[src/rtl/pipeline_ctrl_pkg.sv]
// Shared definitions for the pipeline controller: state encodings, the
// default drain length, field widths and a helper that sanitises the drain
// length loaded into the counter.
package pipeline_ctrl_pkg;

  localparam int REG_W                = 5;
  localparam int CNT_W                = 3;
  localparam int DEFAULT_DRAIN_CYCLES = 4;

  typedef enum logic [2:0] {
    ST_IDLE   = 3'd0,
    ST_RUN    = 3'd1,
    ST_STEP   = 3'd2,
    ST_DRAIN  = 3'd3,
    ST_HALTED = 3'd4
  } state_e;

  // Drain length is meaningful in 1..7; clamp so a bad override can never
  // load 0 (which would skip straight past the countdown).
  function automatic logic [CNT_W-1:0] drain_load(input int n);
    if (n < 1) begin
      return CNT_W'(1);
    end else if (n > 7) begin
      return CNT_W'(7);
    end else begin
      return CNT_W'(n);
    end
  endfunction

endpackage

[src/rtl/pipeline_ctrl_hazard_detect.sv]
// Load-use hazard compare: the instruction in EX is a load whose destination
// (non-zero) is read by the instruction in ID. Purely combinational.
module hazard_detect
  import pipeline_ctrl_pkg::*;
(
  input  logic             i_ex_mem_to_reg,
  input  logic [REG_W-1:0] i_ex_rt,
  input  logic [REG_W-1:0] i_id_rs,
  input  logic [REG_W-1:0] i_id_rt,
  input  logic             i_id_uses_rt,
  output logic             o_hazard
);

  logic rs_match;
  logic rt_match;

  assign rs_match = (i_ex_rt == i_id_rs);
  assign rt_match = i_id_uses_rt && (i_ex_rt == i_id_rt);
  // Register 0 is hardwired, so a load into it never creates a dependency.
  assign o_hazard = i_ex_mem_to_reg && (i_ex_rt != '0) && (rs_match || rt_match);

endmodule

[src/rtl/pipeline_ctrl.sv]
// Pipeline controller: sequences a 5-stage pipeline through
// IDLE -> RUN/STEP -> DRAIN -> HALTED, stalls on load-use hazards and
// flushes IF/ID on taken jumps.
// Optional feature: define PIPELINE_CTRL_STEP_EN to enable debug single-step
// (STEP state and o_step_done). Without it, i_step is ignored and
// o_step_done is tied low.
module pipeline_ctrl
  import pipeline_ctrl_pkg::*;
#(
  parameter int DRAIN_CYCLES = DEFAULT_DRAIN_CYCLES
) (
  input  logic             i_clk,
  input  logic             i_reset,
  input  logic             i_start,
  input  logic             i_step,
  input  logic             i_halt_instr,
  input  logic             i_jump_taken,
  input  logic [REG_W-1:0] i_id_rs,
  input  logic [REG_W-1:0] i_id_rt,
  input  logic             i_id_uses_rt,
  input  logic [REG_W-1:0] i_ex_rt,
  input  logic             i_ex_mem_to_reg,
  output logic             o_pc_en,
  output logic             o_if_id_en,
  output logic             o_id_ex_en,
  output logic             o_ex_mem_en,
  output logic             o_mem_wb_en,
  output logic             o_if_id_flush,
  output logic             o_id_ex_flush,
  output logic [2:0]       o_state,
  output logic             o_halted,
  output logic             o_step_done
);

  state_e           state_q, state_d;
  logic [CNT_W-1:0] cnt_q, cnt_d;
  logic             hazard;
  logic             active;

`ifdef PIPELINE_CTRL_STEP_EN
  logic             step_done_q, step_done_d;
`else
  logic             unused_step;
  assign unused_step = i_step;
`endif

  hazard_detect u_hazard_detect (
    .i_ex_mem_to_reg (i_ex_mem_to_reg),
    .i_ex_rt         (i_ex_rt),
    .i_id_rs         (i_id_rs),
    .i_id_rt         (i_id_rt),
    .i_id_uses_rt    (i_id_uses_rt),
    .o_hazard        (hazard)
  );

  // State, drain counter and step-done pulse registers; reset is asynchronous.
  always_ff @(posedge i_clk or posedge i_reset) begin
    if (i_reset) begin
      state_q     <= ST_IDLE;
      cnt_q       <= '0;
`ifdef PIPELINE_CTRL_STEP_EN
      step_done_q <= 1'b0;
`endif
    end else begin
      state_q     <= state_d;
      cnt_q       <= cnt_d;
`ifdef PIPELINE_CTRL_STEP_EN
      step_done_q <= step_done_d;
`endif
    end
  end

  // Next-state, counter and stage-control decode from the current state.
  always_comb begin
    state_d       = state_q;
    cnt_d         = cnt_q;
    active        = 1'b0;
    o_pc_en       = 1'b0;
    o_if_id_en    = 1'b0;
    o_id_ex_en    = 1'b0;
    o_ex_mem_en   = 1'b0;
    o_mem_wb_en   = 1'b0;
    o_if_id_flush = 1'b0;
    o_id_ex_flush = 1'b0;
    o_halted      = 1'b0;
`ifdef PIPELINE_CTRL_STEP_EN
    step_done_d   = 1'b0;
`endif

    case (state_q)
      ST_IDLE: begin
        // Run takes priority over single-step when both are requested.
        if (i_start) begin
          state_d = ST_RUN;
        end
`ifdef PIPELINE_CTRL_STEP_EN
        else if (i_step) begin
          state_d = ST_STEP;
        end
`endif
      end

      ST_RUN: begin
        active = 1'b1;
        // A stalled halt has not really issued yet; wait until ID advances.
        if (i_halt_instr && !hazard) begin
          state_d = ST_DRAIN;
          cnt_d   = drain_load(DRAIN_CYCLES);
        end
      end

`ifdef PIPELINE_CTRL_STEP_EN
      ST_STEP: begin
        active = 1'b1;
        // The step only completes once the ID instruction actually moves on.
        if (!hazard) begin
          step_done_d = 1'b1;
          if (i_halt_instr) begin
            state_d = ST_DRAIN;
            cnt_d   = drain_load(DRAIN_CYCLES);
          end else begin
            state_d = ST_IDLE;
          end
        end
      end
`endif

      ST_DRAIN: begin
        // Front end frozen, bubbles fed into EX while the back end empties.
        o_id_ex_en    = 1'b1;
        o_id_ex_flush = 1'b1;
        o_ex_mem_en   = 1'b1;
        o_mem_wb_en   = 1'b1;
        if (cnt_q != '0) begin
          cnt_d = cnt_q - CNT_W'(1);
        end
        if (cnt_q <= CNT_W'(1)) begin
          state_d = ST_HALTED;
        end
      end

      ST_HALTED: begin
        o_halted = 1'b1;
      end

      default: begin
        state_d = ST_IDLE;
      end
    endcase

    // Shared RUN/STEP stage control: hazard stall beats jump flush.
    if (active) begin
      o_pc_en     = !hazard;
      o_if_id_en  = !hazard;
      o_id_ex_en  = 1'b1;
      o_ex_mem_en = 1'b1;
      o_mem_wb_en = 1'b1;
      o_id_ex_flush = hazard;
      o_if_id_flush = i_jump_taken && !hazard;
    end
  end

  assign o_state = state_q;

`ifdef PIPELINE_CTRL_STEP_EN
  assign o_step_done = step_done_q;
`else
  assign o_step_done = 1'b0;
`endif

endmodule

[config.mk]
export PLATFORM = sky130hd
export DESIGN_NAME = pipeline_ctrl
export DESIGN_NICKNAME = d
export VERILOG_FILES = /design/src/rtl/pipeline_ctrl_pkg.sv /design/src/rtl/pipeline_ctrl_hazard_detect.sv /design/src/rtl/pipeline_ctrl.sv
export SDC_FILE = /design/constraint.sdc
export NUM_CORES = 1
export LEC_CHECK = 0
export CAP_MARGIN = 10
export CORE_MARGIN = 3
export CORE_UTILIZATION = 35
export DETAILED_ROUTE_END_ITERATION = 16
export HOLD_SLACK_MARGIN = 0.03
export PLACE_DENSITY_LB_ADDON = 0.25
export SYNTH_ARGS = -nofsm -noshare
export SYNTH_HDL_FRONTEND = slang
export SYNTH_SLANG_ARGS = --single-unit
[constraint.sdc]
create_clock -name i_clk -period 2.21 [get_ports i_clk]
set_input_delay 0.5525 -clock i_clk [delete_from_list [all_inputs] [get_ports i_clk]]
set_output_delay 0.5525 -clock i_clk [all_outputs]
set_load 0.05 [all_outputs]
# Word level (Yosys, flattened, before mapping)
# Cells that the tools add are included.
# word_totals
ff_bits	6
input_bits	23
out_inout_bits	12
# classes
n_addsub	1
magnitude_cmp	1
eq_ne	9
mux	14
bitwise_logic	1
n_reduce_logical	13
# op_table
operator	n
2-to-1 mux 3 bit	5
case mux 3 bit (4 select lines)	1
== test 5 bit	2
inequality test 2 bit, second input constant	4
2-to-1 mux 1 bit	7
case mux 3 bit (2 select lines)	1
logical AND 1 bit	5
nonzero test 5 bit	1
AND reduction 4 bit	1
== test 3 x 1 -> 1 bit, second input constant	1
== test 3 x 2 -> 1 bit, second input constant	1
== test 3 bit, second input constant	1
<= comparator 3 x 1 -> 1 bit, second input constant	1
logical NOT 3 bit	1
AND reduction 3 bit	1
nonzero test 3 bit	1
subtractor 3 x 1 -> 3 bit, second input constant	1
nonzero test 2 bit	1
logical NOT 1 bit	1
logical OR 1 bit	1
NOT 1 bit	1

# Longest topological paths before layout
# logic_depth
depth_word	8
ltp_mapped	7
mapped_depth_nobuf	7

# By module
# From an unflattened synthesis, not the netlist that was laid out.
# hier_totals
hier_cells	64
area_unflattened_um2	583.1
# by_module_without_submodules
module	n_inst	cells_each	area_per_inst_um2	seq_area_each_um2
pipeline_ctrl	1	47	450.4	150.1
hazard_detect	1	17	132.6	0.0

# Worst setup path after synthesis
# OpenSTA, ideal clock, no wires.
# synth_path
path_kind	input-to-output
from	in i_ex_rt[0]
to	out o_if_id_flush
arrival_ns	2.942
required_ns	1.657
setup_slack_ns	-1.285
path_stages	4
n_path_buf	0
cell_sequence	or4_4 > o21ai_2 > nor2_1 > nor4b_1
# synth_between
elab_chain_cells	7
# synth_rtl
item	line	source
start, declared	pipeline_ctrl.sv:21	input logic [REG_W-1:0] i_ex_rt,
== test 5 bit	pipeline_ctrl_hazard_detect.sv:18	assign rt_match = i_id_uses_rt && (i_ex_rt == i_id_rt);
logical AND 1 bit	pipeline_ctrl_hazard_detect.sv:18	
logical OR 1 bit	pipeline_ctrl_hazard_detect.sv:20	assign o_hazard = i_ex_mem_to_reg && (i_ex_rt != '0) && (rs_match || rt_match);
logical AND 1 bit (*)	pipeline_ctrl_hazard_detect.sv:20	
logical NOT 1 bit (*)	pipeline_ctrl.sv:159	o_if_id_flush = i_jump_taken && !hazard;
logical AND 1 bit (*)	pipeline_ctrl.sv:159	
2-to-1 mux 1 bit (*)	pipeline_ctrl.sv:152	if (active) begin
end, declared	pipeline_ctrl.sv:28	output logic o_if_id_flush,
# Mark *: on every way between the ends. The rest lies on a longest branch, timed or not.

# Worst setup path after layout
# Same ends and word-level chain as after synthesis.

==> metrics <==
failing checks negative setup slack; MaxCap Viol Count 0; Final ANT Viol Nets 0; clock buffer depth 2; # IOs 35; DRT iter0 DRCs 12; synth top area cells dfrtp_1 (27%), xnor2_1 (7.9%), xor2_1 (7.9%), ha_1 (6.8%), buf_4 (5.4%); Mapped Area 554.3 um^2; Die H between 40 and 50 um; Max transition margin about 66%; initial antenna violation count 0; count of flip-flops with a built-in enable after synthesis 0; fill count 83; sequential share of the synthesized area 27.09%; Final #Nets 134; final std cells w/o fill between 100 and 150; Commonest cells post-synth dfrtp_1 (6), inv_1 (6), xnor2_1 (5), xor2_1 (5); H-tree levels 1; Synth Register Bits 6; first-pass GRT wire length 2842 um; Synth cell types 30; Root Buffer clkbuf_4; Final WS setup -0.2622 ns; total grt overflow 0; P&R area growth vs syn 105.6%; status finished with violations; Final min period approximately 2.5 ns; synth warn 0; Worst-Margin Slew 0.5027 ns; LEAKAGE 0.4849 nW; Power Dens Cells 280.3 nW/um^2; Num Clock Sinks 6; largest net degree at the start of global routing 14; row count 13; PortBufs 32; vias after detailed routing 620; ys async rst share 100.0%; post-synthesis cell count 65; syn avg cell area 8.527 um^2; DRT Pass-1 Iters 4; worst skew pair latency 0.25 ns; drt wl/cell around 14 um; achievable frequency a little over 0.4 GHz; Worst Path Required 1.66 ns; # setup viols final 4; Max Clock Skew 0.009130 ns; layout cells sized above 1 a little over two fifths; CTS tree built; Tcrit/Tclk final 111.9%; final hold violation count 0; WS Path Type input port to output pin; Total GRT Usage 19.14%; Storage cell area 151.4 um^2; Starting Density 39.62%; Antenna diodes 0; Peak supply drop 0.2770 mV; vias in the first global route 630; Core Area roughly 1400 um^2; chip width 45.80 um; total CTS buffers 3; Final GP Congestion approximately 0.76; Worst-path clk slew 0.05 ns; dpl cells 115; setup TNS -0.7971 ns; post-DP HPWL ~1400 um; net count after synthesis 91; CP startpoint kind input port; top cell type's share of synthesized area 27.09%; Most used DFF post-synth dfrtp_1; Residual DRC 0; vias per cell 5.082; Hold WC Path Type flop to flop; Multi-input gate area roughly 450 um^2; die area 2097 um^2; Post-Route WL 1740 um; leading area contributor after synthesis dfrtp_1; Slew Viols, Final 0; CP max FO 4; crit path DAT between 1.5 and 2 ns; RSZ-0062 raised after global routing yes; CP Capture Type output pin
==> metal layers <==
layer	GRT usage, %	wire length [um]	up-vias	part of all wire (%)
li1	-	-	304	-
met4	11.36	18	0	1.0
met1	23.37	715	292	41
met3	1.581	71	2	4.1
met2	32.31	935	22	54
met5	0	0	-	0
==> through the flow <==
stage,setup WS [ns],power (mW),instance area (um^2),util [%],hold slack [ns]
2_1_floorplan,-0.3855,0.1422,600.6,-,0.3434
3_3_place_gp,-0.5798,0.1944,1040,74.33,0.4672
3_5_place_dp,-0.6117,0.1962,1040,74.33,0.4718
4_1_cts,-0.2590,0.3071,1077,77.01,0.4936
5_1_grt,-0.3027,0.3369,1140,81.48,0.5203
6_report,-0.2622,0.3195,1140,81.48,0.4926
==> where the power goes <==
| part | switching, mW | internal [mW] |
|---|---|---|
| clock | 0.0414 | 0.0685 |
| sequential | 0 | 0.110 |
| combinational | 0.0404 | 0.0590 |
==> flip-flops by register name, indices dropped and copies added (netlist names) <==
| signal | flops |
|---|---|
| o_state | 3 |
| cnt_q | 3 |
==> critical path, stage by stage <==
cell and delay [ns]:
buf_6 0.09, or4_4 0.54, o21ai_4 0.17, nor2_4 0.08, nor4b_4 0.31, buf_12 0.18
==> area by class of cell <==
type,instances,share of cell area (%)
Timing Repair Buffer,43,40.72
Inverter,6,2.305
Clock buffer,4,2.305
Multi-Input combinational cell,48,39.74
Sequential cell,6,13.28
Tap cell,15,1.647
==> path summary, 6_finish.rpt <==
kind	startpoint	endpoint	slack [ns]	cells past startpoint
max reg2reg	o_state[2]$_DFFE_PP0P_	cnt_q[0]$_DFFE_PP0P_	0.61	5
min reg2reg	o_state[2]$_DFFE_PP0P_	o_state[0]$_DFFE_PP0P_	0.49	1
max in group asynchronous	i_reset	o_state[2]$_DFFE_PP0P_	1.49	2
max	i_ex_rt[0]	o_if_id_flush	-0.26	6
min in group asynchronous	i_reset	o_state[1]$_DFFE_PP0P_	0.51	2
min	o_state[2]$_DFFE_PP0P_	o_state[0]$_DFFE_PP0P_	0.49	1
==> logic make-up (layout without fill, tap and decap cells) <==
kind of cell | count (synthesis) | after routing | synth area share [%]
AO/OA/AOI/OAI | 15 | 15 | 20.32
XOR/XNOR | 10 | 10 | 15.80
adder cells (fa/ha/maj) | 3 | 3 | 6.773
buffers and inverters | 11 | 53 | 10.16
flip-flops | 6 | 6 | 27.09
other | 1 | 1 | 0.6766
AND/OR/NAND/NOR | 19 | 19 | 19.19
==> timing repair <==
item,in CTS,in global routing
hold buffers,0,0
pin swaps,17,13
buffers inserted,2,2
endpoints found under the hold margin,0,0
gates resized for setup,33,13
setup endpoints to repair,4,4
==> cell usage in the layout, fill, tap and decap left out, types with 2 or more instances in the layout <==
cell / n
o21ai_0: 3
buf_2: 2
dfrtp_1: 5
inv_1: 5
buf_12: 8
nor2_1: 2
clkbuf_4: 3
dlygate4sd2_1: 6
xnor2_2: 3
xnor2_1: 2
clkdlybuf4s15_1: 4
clkdlybuf4s50_1: 8
buf_4: 11
xor2_1: 4
a31o_1: 2
ha_1: 3
nand3_1: 2
buf_6: 3
nand2_1: 3
(Power assumes the default switching activity.)
